## src/rtl/branch_history_table.sv

```systemverilog
// branch_history_table: 8-entry fully associative fetch-stage branch predictor.
// Combinational lookup of the fetch PC and one EX-stage training update per cycle.
// Each entry holds a tag of PC[31:2], a target and a 2-bit saturating counter.
// Optional macro BHT_BYPASS_EN forwards a same-cycle update to a matching lookup.
module branch_history_table #(
    parameter int ENTRIES = 8
) (
    input  logic        clk,
    input  logic        rst_n,
    input  logic [31:0] PC_Cur,
    output logic [31:0] PredPC,
    output logic [1:0]  BranchFlags,
    output logic [2:0]  BranchIndex,
    input  logic        UpdEn,
    input  logic [31:0] UpdPC,
    input  logic [31:0] UpdTarget,
    input  logic        UpdTaken
);

    logic        validQ  [ENTRIES];
    logic        validD  [ENTRIES];
    logic [29:0] tagQ    [ENTRIES];
    logic [29:0] tagD    [ENTRIES];
    logic [31:0] targetQ [ENTRIES];
    logic [31:0] targetD [ENTRIES];
    logic [1:0]  ctrQ    [ENTRIES];
    logic [1:0]  ctrD    [ENTRIES];
    logic [2:0]  rpQ;
    logic [2:0]  rpD;

    logic        updHit;
    logic [2:0]  updIdx;
    logic        fwdSel;
    logic        lkHit;
    logic [2:0]  lkIdx;
    logic [1:0]  lkCtr;
    logic [31:0] lkTarget;
    logic        predTaken;

    // The low two PC bits never take part in matching.
    logic unusedPcBits;
    assign unusedPcBits = ^{PC_Cur[1:0], UpdPC[1:0]};

`ifdef BHT_BYPASS_EN
    // Lookup reads the post-update table when the update targets the fetch PC.
    assign fwdSel = UpdEn && (UpdPC[31:2] == PC_Cur[31:2]);
`else
    assign fwdSel = 1'b0;
`endif

    // Associative match of the update PC against the registered table.
    always_comb begin
        updHit = 1'b0;
        updIdx = '0;
        for (int i = 0; i < ENTRIES; i++) begin
            if (validQ[i] && (tagQ[i] == UpdPC[31:2])) begin
                updHit = 1'b1;
                updIdx = 3'(i);
            end
        end
    end

    // Next table contents: train a matching entry or allocate at the replacement pointer.
    always_comb begin
        validD  = validQ;
        tagD    = tagQ;
        targetD = targetQ;
        ctrD    = ctrQ;
        rpD     = rpQ;
        if (UpdEn) begin
            if (updHit) begin
                if (UpdTaken) begin
                    ctrD[updIdx]    = (ctrQ[updIdx] == 2'b11) ? 2'b11 : ctrQ[updIdx] + 2'b01;
                    targetD[updIdx] = UpdTarget;
                end else begin
                    ctrD[updIdx] = (ctrQ[updIdx] == 2'b00) ? 2'b00 : ctrQ[updIdx] - 2'b01;
                end
            end else if (UpdTaken) begin
                validD[rpQ]  = 1'b1;
                tagD[rpQ]    = UpdPC[31:2];
                targetD[rpQ] = UpdTarget;
                ctrD[rpQ]    = 2'b10;
                rpD          = rpQ + 3'd1;
            end
        end
    end

    // Associative lookup of the fetch PC, from registered or forwarded contents.
    always_comb begin
        lkHit    = 1'b0;
        lkIdx    = '0;
        lkCtr    = 2'b00;
        lkTarget = '0;
        for (int i = 0; i < ENTRIES; i++) begin
            if ((fwdSel ? validD[i] : validQ[i]) &&
                ((fwdSel ? tagD[i] : tagQ[i]) == PC_Cur[31:2])) begin
                lkHit    = 1'b1;
                lkIdx    = 3'(i);
                lkCtr    = fwdSel ? ctrD[i] : ctrQ[i];
                lkTarget = fwdSel ? targetD[i] : targetQ[i];
            end
        end
    end

    assign predTaken   = lkHit & lkCtr[1];
    assign PredPC      = predTaken ? lkTarget : PC_Cur + 32'd4;
    assign BranchFlags = {lkHit, predTaken};
    assign BranchIndex = lkIdx;

    // Table state register; reset empties the table and overrides any update.
    always_ff @(posedge clk or negedge rst_n) begin
        if (!rst_n) begin
            for (int i = 0; i < ENTRIES; i++) begin
                validQ[i]  <= 1'b0;
                tagQ[i]    <= '0;
                targetQ[i] <= '0;
                ctrQ[i]    <= 2'b01;
            end
            rpQ <= '0;
        end else begin
            validQ  <= validD;
            tagQ    <= tagD;
            targetQ <= targetD;
            ctrQ    <= ctrD;
            rpQ     <= rpD;
        end
    end

endmodule

```

## config.mk

```make
export PLATFORM = sky130hd
export DESIGN_NAME = branch_history_table
export DESIGN_NICKNAME = d
export VERILOG_FILES = /design/src/rtl/branch_history_table.sv
export SDC_FILE = /design/constraint.sdc
export NUM_CORES = 2
export LEC_CHECK = 0
export CAP_MARGIN = 20
export CORE_MARGIN = 5
export CORE_UTILIZATION = 60
export CTS_BUF_LIST = sky130_fd_sc_hd__clkbuf_2
export CTS_CLUSTER_SIZE = 24
export DETAILED_ROUTE_END_ITERATION = 10
export PLACE_DENSITY = 0.79
export SETUP_SLACK_MARGIN = 0.15
export SYNTH_ARGS = -nofsm -noshare
export SYNTH_HDL_FRONTEND = slang
export SYNTH_SLANG_ARGS = --single-unit
```

## constraint.sdc

```tcl
create_clock -name clk -period 5.1 [get_ports clk]
set_clock_uncertainty 0.15 [all_clocks]
set_input_delay 0.51 -clock clk [delete_from_list [all_inputs] [get_ports clk]]
set_output_delay 0.51 -clock clk [all_outputs]
set_load 0.005 [all_outputs]
```

==> out/qor.txt <==
outcome -> finished with violations
failing checks -> negative setup slack
CP delay by family, top -> compound AO/OA/AOI/OAI gates
Final period util -> 1.05
critical path capture point type -> output port
WHS Path Cells -> 2
Avg Inst Size Synth -> 11.2 um2
CP Max Fanout -> 6
Min-Delay Startpoint -> UpdPC[11]
I/O pin total -> 137
Worst R2R Setup Slack -> 0.50 ns
final hold violations -> 0
Final Critical Period -> 5.35 ns
# H-tree levels -> 4
worst-margin pin slew -> 1.02 ns
CTS tree -> built
Die H -> 232 um
switch share -> 0.360
Comb pwr share -> 0.351
crit path launch type -> flop
RR Endpoint -> ctrQ[14]
core area -> 48800 um2
share of power burned in registers -> 0.460
Num CTS Buffers -> 141
Skew-Pair Late Insertion Delay -> 1.41 ns
Final WS setup -> -0.250 ns
Final nets -> 3163
reg-to-reg critical path startpoint -> tagQ[122]
FMAX -> 187 MHz
Slew Limit Fails -> 0
number of global-route vias before repair -> 25740
clock root buffer -> clkbuf_2
most common cell after layout, fill and taps aside -> dfrtp_1
DP Area -> 33300 um2
Die Area -> 53900 um2
cell mode on critical path -> buf_6
commonest non-fill, non-tap cells in the layout -> 512 x dfrtp_1, 487 x mux2_2, 376 x xnor2_1
routed len/inst -> 27.6 um
synthesized area -> 29600 um2
Yosys reg bits -> 523
initial antenna violation count -> 3
Clk pwr share -> 0.189
GRT Total Usage -> 0.389
first-pass GRT wire length -> 157 mm
dpl hpwl -> 66.5 mm
Post-synth EDFFs -> 0
combinational family with the most area after synthesis -> multiplexers
WHS -> 0.127 ns
Via density -> 6.39
total stage count of the critical path -> 15
Worst-path clk slew -> 0.11 ns
die span in x -> 232 um
hold endpoint -> tagQ[39]
Rel. slew slack -> 0.321
remaining antenna violation count -> 0
area grow syn2layout -> 23.7%
Adder-Cell Fraction of Synth Area -> 0.00194
Pre-antenna DRT Iters -> 6
Post-Syn Nets -> 2742
Pwr Density -> 469 nW/um2
WP data arrival -> 4.69 ns
Post-synth top flop -> dfrtp_1
RD Place Congestion -> 0.954
Slowest-stage cell, CP -> dfrtp_1
remaining global-route overflow -> 0
Seq/Total Area, Yosys -> 0.442
Max Cap Viol -> 0
Post-Synth XOR/XNOR Area -> 0.152
post-synthesis simple-gate area fraction -> 0.116
Remaining DRCs -> 0
leakage power -> 15.4 nW
mux cell area share after synthesis -> 0.195
DRT Wirelength -> 106 mm
FF-to-FF path depth -> 14
share of cells above drive strength 1 -> 0.378
largest net degree at the start of global routing -> 128
compound-cell area share of the yosys netlist -> 0.0573
critical path's largest stage delay -> 0.45 ns
Crit Path Class -> flop to output port
Post-Syn Instances -> 2640
Port Buffers -> 134
Max clock buf depth -> 3
Synth Warn # -> 0
worst path cell trace -> xnor2_2, nand4_1, nor4_2, buf_4, nand3_4, o2111ai_4, a41oi_2, o311ai_2, o21a_2, buf_6, buf_6, buf_8, buf_6, mux2i_2, buf_2
P_int -> 11.0 mW
ys async rst share -> 1.00
Worst EP required -> 4.44 ns
Vias -> 24505
post-route cell area -> 36700 um2
Unique masters post-synth -> 73
# clock sinks -> 523
Buf/Inv on CP -> 6
type of the tightest min-delay check -> primary input to flop
RSZ-0062 raised after global routing -> yes
filler cell count in the final layout -> 3269
starting density of the core -> 0.606
row count -> 81
P_sw -> 6.19 mW
maximum vdd drop -> 0.345 mV
Setup-failing EPs final -> 32
DRT iter0 DRCs -> 2618
cell type report:
class                           count  area [um2]  share of cell area
Clock inverter                     49         375              0.0102
Multi-Input combinational cell   1895       16100               0.440
Antenna cell                        7        17.5            0.000478
Tap cell                          664         831              0.0227
Sequential cell                   523       13100               0.357
Clock buffer                      194         971              0.0265
Timing Repair Buffer              483        5150               0.141
Inverter                           17        67.6             0.00184
worst register-to-register path: cells and delay by family, from the launching register on:
family                    cells  cell delay, ns
AOI/OAI and AO/OA             2            0.38
xor gates and xnor gates      1            0.39
buffers and inverters         4            1.47
DFF                           1            0.43
muxes                         2            0.40
and+or+nand+nor               5            1.34
routing by layer:
metal  GRT usage  part of all wire  up-vias
met3      0.0922             0.090      443
met5           0                 0        -
met2       0.623              0.47     1503
li1            -                 -    10315
met4       0.252             0.072        0
met1       0.472              0.37    12244
flip-flops by register name, summed over array words and instances, names as in the netlist:
signal,flops
targetQ,256
validQ,8
rpQ,3
ctrQ,16
tagQ,240
cell usage after synthesis (15+ instances only):
master | number | area [um2]
o21a_1 | 23 | 173
nor4_1 | 55 | 344
nand2b_1 | 16 | 100
mux2_2 | 488 | 5500
mux2i_1 | 18 | 180
nand4_1 | 143 | 895
xor2_1 | 125 | 1090
a21oi_1 | 20 | 100
a311oi_1 | 18 | 158
nand2_1 | 150 | 563
buf_2 | 119 | 596
clkbuf_1 | 65 | 244
a211oi_1 | 20 | 150
or3b_2 | 30 | 263
nand3b_1 | 19 | 143
dfrtp_1 | 515 | 12900
o21ai_0 | 39 | 195
a31oi_1 | 15 | 93.8
xnor2_1 | 388 | 3400
inv_1 | 17 | 63.8
a221oi_1 | 18 | 158
nor2_1 | 107 | 402
nand3_1 | 30 | 150
how the worst max path moves through the flow:
| stage | start | endpoint | slack (ns) |
|---|---|---|---|
| 2_1_floorplan | PC_Cur[16] | PredPC[0] | 1.27 |
| 3_3_place_gp | PC_Cur[14] | PredPC[10] | -0.02 |
| 3_5_place_dp | PC_Cur[14] | PredPC[26] | -0.1 |
| 4_1_cts | tagQ[230] | PredPC[6] | -0.09 |
| 5_1_grt | tagQ[233] | PredPC[29] | -0.35 |
| 6_report | tagQ[233] | PredPC[30] | -0.25 |
power by group through the flow:
stage | clock network, mW | registers [mW] | logic [mW]
finish | 3.25 | 7.90 | 6.04
global placement | 0 | 7.71 | 5.44
floorplan | 0 | 7.40 | 4.33
CTS | 3.26 | 7.77 | 5.90
global route | 3.53 | 8.05 | 6.48
detailed placement | 0 | 7.87 | 5.60
per-stage QoR:
| stage | total power, mW | setup slack, ns | util | std cells | TNS [ns] |
|---|---|---|---|---|---|
| detailed placement | 13.5 | -0.0964 | 0.681 | 3440 | -0.300 |
| finish | 17.2 | -0.250 | 0.750 | 3832 | -5.66 |
| floorplan | 11.7 | 1.27 | - | 2640 | 0 |
| CTS | 16.9 | -0.0871 | 0.743 | 3806 | -1.03 |
| global placement | 13.2 | -0.0239 | 0.681 | 3440 | -0.0635 |
| global route | 18.1 | -0.354 | 0.750 | 3831 | -9.13 |
kinds of logic (layout without fill, tap and decap cells):
logic type	after synthesis	after routing
flip-flops	523	523
multiplexers	514	514
adder cells (fa/ha/maj)	5	5
XOR/XNOR	513	513
AO/OA/AOI/OAI	230	230
AND/OR/NAND/NOR	632	633
buffers and inverters	223	743
other	0	7
what timing repair did:
item | 4_1_cts | 5_1_grt
hold buffers | 61 | 0
pin swaps | 49 | 23
resized for setup | 244 | 56
endpoints found under the setup margin | 37 | 34
gates cloned | 9 | 1
buffers inserted | 53 | 18
hold endpoints to repair | 924 | 0
No activity file was read; power rests on OpenSTA's default activity.
